### config.mk
export PLATFORM = sky130hd
export DESIGN_NAME = b16_uart_io
export DESIGN_NICKNAME = d
export VERILOG_FILES = /design/src/rtl/b16_io_pkg.sv /design/src/rtl/b16_fifo.sv /design/src/rtl/b16_uart_io.sv
export SDC_FILE = /design/constraint.sdc
export NUM_CORES = 1
export LEC_CHECK = 0
export ABC_AREA = 1
export BUFFER_PORTS_ARGS = -buffer_cell sky130_fd_sc_hd__buf_2
export CORE_ASPECT_RATIO = 0.5
export CORE_MARGIN = 2
export CORE_UTILIZATION = 61
export DETAILED_ROUTE_END_ITERATION = 16
export MAX_ROUTING_LAYER = met4
export PLACE_DENSITY = 0.82
export SETUP_SLACK_MARGIN = 0.05
export SLEW_MARGIN = 20
export SYNTH_ARGS = -nofsm -noshare
export SYNTH_HDL_FRONTEND = slang
export SYNTH_SLANG_ARGS = --single-unit
### constraint.sdc
create_clock -name i_clk -period 3.4 [get_ports i_clk]
set_clock_uncertainty 0.15 [all_clocks]
set_input_delay 0.68 -clock i_clk [delete_from_list [all_inputs] [get_ports i_clk]]
set_output_delay 0.68 -clock i_clk [all_outputs]
set_load 0.02 [all_outputs]
### src/rtl/b16_io_pkg.sv
// b16_io_pkg: shared address offsets and STAT bit positions for the b16 UART I/O port
package b16_io_pkg;
  typedef enum logic [1:0] {
    ADDR_DATA = 2'b00,
    ADDR_STAT = 2'b10
  } addr_e;
  localparam int ST_RXNE  = 15;
  localparam int ST_TXNF  = 14;
  localparam int ST_RXOVF = 13;
  localparam int ST_TXOVF = 12;
  localparam int ST_IE    = 11;
  localparam int ST_TXCNT = 5;
  localparam int ST_RXCNT = 0;
endpackage

### src/rtl/b16_fifo.sv
// b16_fifo: first-word-fall-through byte FIFO; a pop frees a slot for a same-cycle push when full
module b16_fifo #(
  parameter int DEPTH = 16,
  parameter int AW    = 4
) (
  input  logic          i_clk,
  input  logic          i_nreset,
  input  logic          i_push,
  input  logic          i_pop,
  input  logic [7:0]    i_din,
  output logic [7:0]    o_dout,
  output logic [AW:0]   o_count,
  output logic          o_full,
  output logic          o_empty
);
  logic [7:0]    r_mem [DEPTH];
  logic [AW-1:0] r_wp;
  logic [AW-1:0] r_rp;
  logic [AW:0]   r_cnt;
  logic          w_pop;
  logic          w_push;
  assign o_count = r_cnt;
  assign o_empty = (r_cnt == '0);
  assign o_full  = (r_cnt == (AW+1)'(DEPTH));
  assign w_pop   = i_pop & !o_empty;
  assign w_push  = i_push & (!o_full | w_pop);
  assign o_dout  = o_empty ? 8'h00 : r_mem[r_rp];
  // storage needs no reset: emptiness is tracked by the count alone
  always_ff @(posedge i_clk)
    if (w_push) r_mem[r_wp] <= i_din;
  // pointers wrap naturally at DEPTH; count moves only on an unmatched push or pop
  always_ff @(posedge i_clk or negedge i_nreset)
    if (!i_nreset) begin
      r_wp  <= '0;
      r_rp  <= '0;
      r_cnt <= '0;
    end else begin
      if (w_push) r_wp <= r_wp + 1'b1;
      if (w_pop) r_rp <= r_rp + 1'b1;
      r_cnt <= r_cnt + {{AW{1'b0}}, w_push} - {{AW{1'b0}}, w_pop};
    end
endmodule

### src/rtl/b16_uart_io.sv
// b16_uart_io: memory-mapped UART port at 0xFFFC-0xFFFF with TX/RX FIFOs; B16IO_IRQ_EN adds ie and a registered irq
module b16_uart_io
  import b16_io_pkg::*;
#(
  parameter int DEPTH = 16,
  parameter int AW    = 4
) (
  input  logic        i_clk,
  input  logic        i_nreset,
  input  logic        i_cs,
  input  logic        i_en,
  input  logic        i_a1,
  input  logic        i_r,
  input  logic [1:0]  i_w,
  input  logic [15:0] i_dwrite,
  output logic [15:0] o_rdata,
  output logic [7:0]  o_tx_data,
  output logic        o_tx_valid,
  input  logic        i_tx_ready,
  input  logic [7:0]  i_rx_data,
  input  logic        i_rx_strobe,
  output logic        o_irq
);
  addr_e       w_off;
  logic        w_bus_wr;
  logic        w_tx_push;
  logic        w_tx_pop;
  logic        w_rx_pop;
  logic        w_stat_wr;
  logic        w_tx_full;
  logic        w_tx_empty;
  logic        w_rx_full;
  logic        w_rx_empty;
  logic [AW:0] w_tx_cnt;
  logic [AW:0] w_rx_cnt;
  logic [7:0]  w_rx_dout;
  logic        w_ie;
  logic [15:0] w_stat;
  logic        w_unused;
  logic        r_rx_ovf;
  logic        r_tx_ovf;
  assign w_off      = i_a1 ? ADDR_STAT : ADDR_DATA;
  assign w_bus_wr   = i_cs & !i_r & i_en;
  assign w_tx_push  = w_bus_wr & (w_off == ADDR_DATA) & i_w[0];
  assign w_stat_wr  = w_bus_wr & (w_off == ADDR_STAT) & i_w[1];
  assign w_rx_pop   = i_cs & i_r & i_en & (w_off == ADDR_DATA);
  assign o_tx_valid = !w_tx_empty;
  assign w_tx_pop   = o_tx_valid & i_tx_ready;
  assign w_unused   = ^i_dwrite[15:8];
  b16_fifo #(.DEPTH(DEPTH), .AW(AW)) u_tx (
    .i_clk    (i_clk),
    .i_nreset (i_nreset),
    .i_push   (w_tx_push),
    .i_pop    (w_tx_pop),
    .i_din    (i_dwrite[7:0]),
    .o_dout   (o_tx_data),
    .o_count  (w_tx_cnt),
    .o_full   (w_tx_full),
    .o_empty  (w_tx_empty)
  );
  b16_fifo #(.DEPTH(DEPTH), .AW(AW)) u_rx (
    .i_clk    (i_clk),
    .i_nreset (i_nreset),
    .i_push   (i_rx_strobe),
    .i_pop    (w_rx_pop),
    .i_din    (i_rx_data),
    .o_dout   (w_rx_dout),
    .o_count  (w_rx_cnt),
    .o_full   (w_rx_full),
    .o_empty  (w_rx_empty)
  );
  // sticky overflow flags: a drop only counts when no same-cycle pop made room; set beats clear
  always_ff @(posedge i_clk or negedge i_nreset)
    if (!i_nreset) begin
      r_rx_ovf <= 1'b0;
      r_tx_ovf <= 1'b0;
    end else begin
      r_rx_ovf <= (i_rx_strobe & w_rx_full & !w_rx_pop) | (r_rx_ovf & !(w_stat_wr & i_dwrite[ST_RXOVF]));
      r_tx_ovf <= (w_tx_push & w_tx_full & !w_tx_pop) | (r_tx_ovf & !(w_stat_wr & i_dwrite[ST_TXOVF]));
    end
`ifdef B16IO_IRQ_EN
  logic r_ie;
  logic r_irq;
  // interrupt enable and registered request, one clock behind the FIFO/flag state
  always_ff @(posedge i_clk or negedge i_nreset)
    if (!i_nreset) begin
      r_ie  <= 1'b0;
      r_irq <= 1'b0;
    end else begin
      if (w_stat_wr) r_ie <= i_dwrite[ST_IE];
      r_irq <= r_ie & (!w_rx_empty | r_rx_ovf);
    end
  assign w_ie  = r_ie;
  assign o_irq = r_irq;
`else
  assign w_ie  = 1'b0;
  assign o_irq = 1'b0;
`endif
  // STAT assembly and zero-wait-state read mux; bus floats to 0 when not reading the window
  always_comb begin
    w_stat                     = '0;
    w_stat[ST_RXNE]            = !w_rx_empty;
    w_stat[ST_TXNF]            = !w_tx_full;
    w_stat[ST_RXOVF]           = r_rx_ovf;
    w_stat[ST_TXOVF]           = r_tx_ovf;
    w_stat[ST_IE]              = w_ie;
    w_stat[ST_TXCNT +: AW+1]   = w_tx_cnt;
    w_stat[ST_RXCNT +: AW+1]   = w_rx_cnt;
    o_rdata = !(i_cs & i_r) ? 16'h0000 : (w_off == ADDR_STAT) ? w_stat : {!w_rx_empty, 7'b0, w_rx_dout};
  end
endmodule
==> results of run 1 <==
## layer usage
metal / share of wire [%] / vias to the layer above / track usage, %
met4: 3.2 / 0 / 8.36
met1: 40 / 4005 / 32.1
met2: 50 / 362 / 43.7
li1: - / 4066 / -
met5: 0 / - / -
met3: 6.7 / 66 / 3.37
## Yosys cell counts, types with 3 or more instances
| library cell | n | area [um2] |
|---|---|---|
| nor3_1 | 12 | 60.1 |
| clkinv_1 | 3 | 11.3 |
| buf_4 | 25 | 188 |
| inv_1 | 145 | 544 |
| ha_1 | 21 | 263 |
| a21oi_1 | 13 | 65.1 |
| dfrtp_1 | 28 | 701 |
| xor2_1 | 17 | 149 |
| buf_2 | 21 | 105 |
| nor2_1 | 31 | 116 |
| nand3_1 | 192 | 961 |
| edfxtp_1 | 256 | 7690 |
| o21ai_0 | 12 | 60.1 |
| nand2_1 | 398 | 1490 |
| nand2_2 | 3 | 18.8 |
| clkbuf_1 | 6 | 22.5 |
## flip-flops by register name, summed over array words and instances, names as in the netlist, 4 cells and up
| name | cells |
|---|---|
| u_tx.r_rp | 4 |
| u_tx.r_wp | 4 |
| u_rx.r_rp | 4 |
| u_rx.o_count | 5 |
| u_rx.r_mem | 128 |
| u_rx.r_wp | 4 |
| u_tx.r_mem | 128 |
| u_tx.o_count | 5 |
## worst paths after layout
check | depth (start not counted) | to | slack (ns)
min in group i_clk | 3 | r_rx_ovf | 0.24
setup / recovery | 9 | o_tx_data[2] | 0.17
hold reg to reg | 2 | r_rx_ovf | 0.36
hold / removal | 1 | u_tx.r_rp[3] | 0.07
setup reg to reg | 13 | u_rx.o_count[4] | 0.53
max in group asynchronous | 1 | u_rx.r_rp[0] | 2.48
## cell type report
cell class	count	share of cell area (%)
clock buffers	37	5.00
clock inverters	6	0.741
inverters	150	4.02
multi-input cells	717	24.1
flip-flops and latches	284	59.9
well taps	273	2.44
repair buffers	86	3.85
## cell families after synthesis
| logic type | after synthesis | share of synthesized area [%] |
|---|---|---|
| AO/OA/AOI/OAI | 26 | 1.05 |
| XOR/XNOR | 19 | 1.31 |
| adder cells (fa/ha/maj) | 23 | 2.39 |
| buffers and inverters | 205 | 7.14 |
| flip-flops | 284 | 66.2 |
| multiplexers | 1 | 0.0889 |
| other | 1 | 0.0296 |
| AND/OR/NAND/NOR | 645 | 21.8 |
## worst reg2reg max path, delay by kind of cell, from the launching register on
| kind | cells | cell delay, ns |
|---|---|---|
| buffers and inverters | 4 | 0.35 |
| xor gates and xnor gates | 1 | 0.15 |
| adders and majority gates | 4 | 1.10 |
| and+or+nand+nor | 2 | 0.31 |
| DFF | 1 | 0.40 |
| AOI/OAI and AO/OA | 2 | 0.30 |
## report_power, final
group	total [mW]	switching, mW	internal (mW)
clock	2.84	1.19	1.65
sequential	4.37	0.227	4.15
combinational	4.09	2.83	1.26
## through the flow
stage	std cells	total power [mW]	util, %	instance area, um2
floorplan	1206	7.38	-	12700
global route	1553	11.9	68.5	14000
global placement	1509	8.21	64.5	13200
CTS	1552	11.3	68.4	14000
finish	1553	11.3	68.5	14000
detailed placement	1509	8.40	64.5	13200
## timing repair
item	CTS	global route
endpoints found under the setup margin	0	11
hold buffers	0	0
setup buffers	0	1
gates resized for setup	0	3
==> results.sh, run 1 <==
export IMPL_core_area_mm2=0.0205
export IMPL_r2r_start="u_rx.o_count[2]"
export IMPL_status="complete, no violations"
export IMPL_path_common_cell="nand2_1"
export IMPL_hold_class="in2async"
export IMPL_pre_cts_slack_ns=0.334
export IMPL_die_area_mm2=0.0220
export IMPL_numPortBuffers=50
export IMPL_synth_warning_count=0
export IMPL_insertedDiodeCount=0
export IMPL_slew_headroom_pct=42.0
export IMPL_seq_area_frac_synth_pct=66.2
export IMPL_layout_drive_gt1_share_pct=10.5
export IMPL_whs_ns=0.0673
export IMPL_ir_worst_vdd_v=0.000403
export IMPL_postSynthCellCount=1204
export IMPL_ant_nets=0
export IMPL_critPathRequiredTime_ns=2.57
export IMPL_crit_buf_inv=3
export IMPL_fin_nets=1321
export IMPL_drt_iter0_drc=840
export IMPL_grt_max_degree=67
export IMPL_mostFrequentLayoutCells="398 x nand2_1, 256 x edfxtp_1, 192 x nand3_1, 144 x inv_1, 50 x buf_2"
export IMPL_seq_area_mm2=0.00839
export IMPL_fill_cells=1386
export IMPL_p_leak_nw=5.94
export IMPL_cp_top_family="buffers and inverters"
export IMPL_layout_commonest_cell="nand2_1"
export IMPL_hold_viol_final=0
export IMPL_clockBufferDepth=3
export IMPL_dieWidth_um=208
export IMPL_crit_fanout=44
export IMPL_rows=37
export IMPL_crit_type="reg2out"
export IMPL_yosysUniqueCellTypes=30
export IMPL_die_y_um=106
export IMPL_synth_cell_area_mm2=0.0127
export IMPL_period_minus_slack_ns=3.23
export IMPL_grt_pass1_vias=8375
export IMPL_rsz0062_at_grt="no"
export IMPL_track_usage_pct=25.6
export IMPL_clock_fmax_mhz=309
export IMPL_final_setup_worst_slack_ns=0.168
export IMPL_drt_wirelength_per_cell_um=17.4
export IMPL_max_stage_delay_ns=0.41
export IMPL_synthArstFlopShare_pct=9.86
export IMPL_path_clk_slew_ns=0.07
export IMPL_yosys_most_used_dff="edfxtp_1"
export IMPL_clock_sinks=284
export IMPL_drc_errors=0
export IMPL_cts_buffers=25
export IMPL_htreeDepth=1
export IMPL_synth_edff_count=256
export IMPL_via_count=8499
export IMPL_path_cells="clkinv_1, buf_4, nand2_1, nand3_1, nand3_1, nand2_1, nand2_1, a21oi_1, buf_2"
export IMPL_cp_end_kind="output port"
export IMPL_avgSynthCellArea_um2=10.5
export IMPL_worst_pin_slew_ns=0.866
export IMPL_start_util_pct=61.9
export IMPL_slowest_stage="dfrtp_2"
export IMPL_post_route_period_util_pct=95.0
export IMPL_io_pins=60
export IMPL_gp_congestion=0.848
export IMPL_area_delta_synth_final_pct=10.7
export IMPL_powerDensity_mw_per_mm2=806
export IMPL_synth_seq_cells=284
export IMPL_via_per_inst=5.47
export IMPL_hpwl_mm=16.5
export IMPL_cp_arrival_ns=2.40
export IMPL_final_max_slew_viol_count=0
export IMPL_grt_overflow_total=0
export IMPL_startpoint_type="flop"
export IMPL_cap_viol_max_count=0
export IMPL_firstDrtPassIters=7
export IMPL_setup_tns_ns=0
export IMPL_antenna_found_initial=0
export IMPL_multi_input_area_mm2=0.00338
export IMPL_worst_skew_pair_late_latency_ns=0.51
export IMPL_grt_first_pass_wirelength_mm=42.8
export IMPL_cts_tree="yes"
export IMPL_worstSetupStartpoint="u_tx.r_rp[0]"
export IMPL_setup_violations=0
export IMPL_wl_mm=27.0
export IMPL_cts_root_buffer="clkbuf_16"
(Power assumes the default switching activity.)
==> run 2, diff against run 1 <==
Settings changed: BUFFER_PORTS_ARGS -buffer_cell sky130_fd_sc_hd__buf_2 to -buffer_cell sky130_fd_sc_hd__buf_4.
==> results.sh, run 2 (same netlist as run 1, synthesis figures left out) <==
export IMPL_setup_violations=0
export IMPL_via_per_inst=5.55
export IMPL_r2r_slack_ns=0.57
export IMPL_core_area_mm2=0.0205
export IMPL_layout_commonest_cell="nand2_1"
export IMPL_via_count=8612
export IMPL_r2r_cells=13
export IMPL_hold_viol_final=0
export IMPL_area_delta_synth_final_pct=11.6
export IMPL_htreeDepth=1
export IMPL_hold_start="i_rx_strobe"
export IMPL_worst_skew_pair_late_latency_ns=0.52
export IMPL_hpwl_mm=16.6
export IMPL_r2r_start="u_rx.o_count[3]"
export IMPL_wl_mm=27.5
export IMPL_mostFrequentLayoutCells="398 x nand2_1, 256 x edfxtp_1, 192 x nand3_1, 143 x inv_1, 81 x buf_4"
export IMPL_grt_overflow_total=0
export IMPL_max_stage_delay_ns=0.53
export IMPL_hold_class="in2reg"
export IMPL_reg_largest_list="u_rx.r_mem x128, u_tx.r_mem x128"
export IMPL_antenna_found_initial=0
export IMPL_cp_end_kind="output port"
export IMPL_rsz0062_at_grt="no"
export IMPL_die_area_mm2=0.0220
export IMPL_ant_nets=0
export IMPL_cap_viol_max_count=0
export IMPL_cp_arrival_ns=2.36
export IMPL_clockBufferDepth=3
export IMPL_clkPwrFrac_pct=24.7
export IMPL_crit_type="reg2out"
export IMPL_power_switching_mw=4.31
export IMPL_fin_nets=1319
export IMPL_gp_congestion=0.891
export IMPL_p_leak_nw=5.96
export IMPL_drt_iter0_drc=1063
export IMPL_drt_wirelength_per_cell_um=17.7
export IMPL_power_mw=11.3
export IMPL_pre_cts_slack_ns=0.352
export IMPL_place_area_mm2=0.0133
export IMPL_postCtsSetupRepairBufs=0
export IMPL_grt_max_degree=67
export IMPL_numPortBuffers=50
export IMPL_hold_path_depth=3
export IMPL_slowest_stage="clkinv_1"
export IMPL_ir_worst_vdd_v=0.000461
export IMPL_switching_share_pct=38.0
export IMPL_drc_errors=0
export IMPL_setup_tns_ns=0
export IMPL_design_area_mm2=0.0141
export IMPL_crit_fanout=18
export IMPL_clock_fmax_mhz=313
export IMPL_cts_buffers=25
export IMPL_period_minus_slack_ns=3.19
export IMPL_firstDrtPassIters=5
export IMPL_p_comb_share_pct=36.9
export IMPL_path_cells="buf_4, clkinv_1, nand3_1, nand2_1, nand2_1, a21oi_1, buf_4"
export IMPL_path_clk_slew_ns=0.07
export IMPL_die_y_um=106
export IMPL_post_route_period_util_pct=93.9
export IMPL_final_setup_worst_slack_ns=0.208
export IMPL_fill_cells=1434
export IMPL_slew_headroom_pct=40.2
export IMPL_final_max_slew_viol_count=0
export IMPL_layout_drive_gt1_share_pct=10.7
export IMPL_clock_sinks=284
export IMPL_io_pins=60
export IMPL_cts_root_buffer="clkbuf_16"
export IMPL_track_usage_pct=26.4
export IMPL_rows=37
export IMPL_startpoint_type="flop"
export IMPL_r2r_end="u_rx.o_count[4]"
export IMPL_holdPathEnd="r_rx_ovf"
export IMPL_grt_pass1_vias=8519
export IMPL_worst_pin_slew_ns=0.893
export IMPL_critPathRequiredTime_ns=2.57
export IMPL_grt_first_pass_wirelength_mm=43.9
export IMPL_cts_tree="yes"
export IMPL_powerDensity_mw_per_mm2=803
export IMPL_power_frac_seq_pct=38.4
export IMPL_status="complete, no violations"
export IMPL_start_util_pct=61.9
export IMPL_dieWidth_um=208
export IMPL_insertedDiodeCount=0
export IMPL_p_int_mw=7.04
[run 2: worst max path at each step]
| stage | from | to | slack [ns] | cells past startpoint |
|---|---|---|---|---|
| floorplan | i_a1 | u_rx.o_count[4] | 0.63 | 12 |
| global placement | i_cs | u_rx.o_count[4] | 0.41 | 13 |
| detailed placement | i_cs | u_rx.o_count[4] | 0.35 | 13 |
| CTS | u_rx.r_rp[0] | o_rdata[5] | 0.19 | 10 |
| global route | u_tx.r_rp[2] | o_tx_data[5] | 0.06 | 7 |
| finish | u_tx.r_rp[2] | o_tx_data[7] | 0.21 | 7 |
[run 2: worst max-delay path, delay by kind of cell (launching register included)]
family	cells	cell delay, ns
buf+inv	3	0.92
flops	1	0.33
simple gates	3	0.50
compound gates	1	0.08
[run 2: timing repair]
item,in CTS,in global routing
endpoints found under the hold margin,28,0
endpoints found under the setup margin,0,8
hold buffers,1,0
resized for setup,0,4
[run 2: per-layer routing]
layer  vias to the layer above  part of all wire (%)  GRT usage (%)
li1                       4069                     -              -
met4                         0                   4.2           11.3
met1                      4045                    39           33.0
met2                       403                    49           43.5
met3                        95                   7.9           4.17
met5                         -                     0              -
[run 2: area by class of cell]
| type | instances | area, um2 | area share (%) |
|---|---|---|---|
| sequential | 284 | 8390 | 59.4 |
| multi-input combinational | 717 | 3380 | 23.9 |
| clock buffer | 31 | 678 | 4.80 |
| timing repair buffer | 84 | 649 | 4.59 |
| inverter | 150 | 569 | 4.03 |
| tap | 273 | 342 | 2.42 |
| clock inverter | 14 | 124 | 0.876 |
[run 2: through the flow]
stage	util [%]	hold slack (ns)	std cells
floorplan	-	0.234	1206
finish	69.1	0.229	1553
global route	69.1	0.227	1553
global placement	65.0	0.339	1507
CTS	69.0	0.213	1553
detailed placement	65.0	0.341	1507
[run 2: power by group through the flow]
stage	Combinational (mW)	Sequential, mW	Clock (mW)
after floorplan	3.04	4.34	0
after global placement	3.93	4.39	0
after detailed placement	4.09	4.42	0
after CTS	4.16	4.34	2.83
after global routing	4.67	4.38	2.98
final	4.19	4.36	2.81
==> run 3, diff against run 2 <==
Settings changed: CORE_ASPECT_RATIO 0.5 to 0.8.
==> results.sh, run 3 (same netlist as run 1, synthesis figures left out) <==
export IMPL_status="complete, no violations"
export IMPL_drt_wirelength_per_cell_um=19.0
export IMPL_via_per_inst=5.75
export IMPL_layout_drive_gt1_share_pct=11.2
export IMPL_hold_class="in2reg"
export IMPL_fill_cells=1327
export IMPL_power_mw=11.6
export IMPL_hold_viol_final=0
export IMPL_crit_fanout=66
export IMPL_die_area_mm2=0.0219
export IMPL_reg_largest_list="u_rx.r_mem x128, u_tx.r_mem x128"
export IMPL_htreeDepth=1
export IMPL_clockBufferDepth=3
export IMPL_p_leak_nw=6.01
export IMPL_clock_sinks=284
export IMPL_die_y_um=133
export IMPL_layout_commonest_cell="nand2_1"
export IMPL_post_route_period_util_pct=93.8
export IMPL_fin_nets=1326
export IMPL_grt_pass1_vias=8613
export IMPL_firstDrtPassIters=6
export IMPL_post_route_util_pct=69.4
export IMPL_core_area_mm2=0.0205
export IMPL_via_count=8966
export IMPL_crit_type="reg2out"
export IMPL_hpwl_mm=18.5
export IMPL_cp_end_kind="output port"
export IMPL_period_minus_slack_ns=3.19
export IMPL_pre_cts_slack_ns=0.374
export IMPL_insertedDiodeCount=0
export IMPL_startpoint_type="flop"
export IMPL_cp_arrival_ns=2.36
export IMPL_ir_worst_vdd_v=0.000582
export IMPL_rows=47
export IMPL_worst_pin_slew_ns=0.834
export IMPL_rsz0062_at_grt="no"
export IMPL_cts_buffers=28
export IMPL_start_util_pct=61.7
export IMPL_grt_first_pass_wirelength_mm=45.5
export IMPL_drc_errors=0
export IMPL_worst_skew_pair_late_latency_ns=0.54
export IMPL_ant_nets=0
export IMPL_clock_fmax_mhz=313
export IMPL_critPathRequiredTime_ns=2.57
export IMPL_final_max_slew_viol_count=0
export IMPL_numPortBuffers=50
export IMPL_setup_violations=0
export IMPL_wl_mm=29.7
export IMPL_mostFrequentLayoutCells="398 x nand2_1, 256 x edfxtp_1, 192 x nand3_1, 143 x inv_1, 82 x buf_4"
export IMPL_grt_max_degree=67
export IMPL_postCtsSetupRepairBufs=0
export IMPL_final_setup_worst_slack_ns=0.209
export IMPL_slew_headroom_pct=44.2
export IMPL_antenna_found_initial=0
export IMPL_cts_tree="yes"
export IMPL_io_pins=60
export IMPL_grt_overflow_total=0
export IMPL_drt_iter0_drc=1313
export IMPL_cap_viol_max_count=0
export IMPL_area_delta_synth_final_pct=12.5
export IMPL_setup_tns_ns=0
export IMPL_whs_ns=0.228
export IMPL_powerDensity_mw_per_mm2=816
export IMPL_cts_root_buffer="clkbuf_16"
export IMPL_path_clk_slew_ns=0.06
export IMPL_gp_congestion=0.908
export IMPL_dieWidth_um=165
export IMPL_track_usage_pct=28.3
==> run 3: changes by cell type in the layout (fill, tap and decap cells not counted), moves of 2 or more <==
cell | before | now
buf_12 | 1 | 4
clkbuf_1 | 3 | 7
clkbuf_16 | 25 | 28
clkinv_1 | 8 | 6
clkinv_2 | 6 | 9
clkbuf_8 | 3 | 1
==> run 3: layout make-up <==
type                            instances  area [um2]  area share [%]
Timing Repair Buffer                   88         719            5.05
Clock buffer                           35         727            5.10
Multi-Input combinational cell        717        3380            23.7
Sequential cell                       284        8390            58.9
Clock inverter                         16         118           0.826
Inverter                              150         572            4.01
Tap cell                              269         337            2.36
==> run 3: report_power, final <==
part           internal [mW]  total (mW)  leakage [nW]  switching, mW
Combinational           1.38        4.41          2.96           3.03
Clock                   1.59        2.85         0.417           1.25
Sequential              4.15        4.36          2.64          0.216
Total                   7.12        11.6          6.01           4.50
==> run 3: what timing repair did <==
action | 4_1_cts | 5_1_grt
endpoints found under the hold margin | 28 | 0
endpoints found under the setup margin | 0 | 8
hold buffers | 1 | 0
gates resized for setup | 0 | 5
==> run 3: worst paths after layout <==
path / start / to / slack [ns] / depth (start not counted)
min in group asynchronous: i_nreset / u_rx.o_count[3] / 0.47 / 2
max in group asynchronous: i_nreset / u_tx.r_rp[0] / 2.29 / 2
max reg2reg: u_tx.o_count[2] / u_tx.o_count[4] / 0.57 / 13
max: u_rx.r_rp[0] / o_rdata[4] / 0.21 / 10
min reg2reg: r_rx_ovf / r_rx_ovf / 0.35 / 2
min: i_rx_strobe / r_rx_ovf / 0.23 / 3
==> run 3: routing by layer <==
metal / share of wire (%) / GRT usage [%]
met4: 2.6 / 7.49
met3: 13 / 7.24
met1: 38 / 39.2
met5: 0 / -
met2: 47 / 42.3
==> run 3: critical path, stage by stage, from the launching register on <==
cell      delay [ns]
dfrtp_2         0.38
clkbuf_8        0.42
nand2_1         0.10
nand2_1         0.11
nand2_1         0.06
nand3_1         0.16
nand2_1         0.14
nand2_1         0.09
nand3_1         0.11
nand2_1         0.09
buf_4           0.13
==> run 3: through the flow <==
step	cell area, um2	std cells
floorplan	12700	1206
finish	14200	1559
CTS	14200	1559
global route	14200	1559
global placement	13400	1507
detailed placement	13400	1507
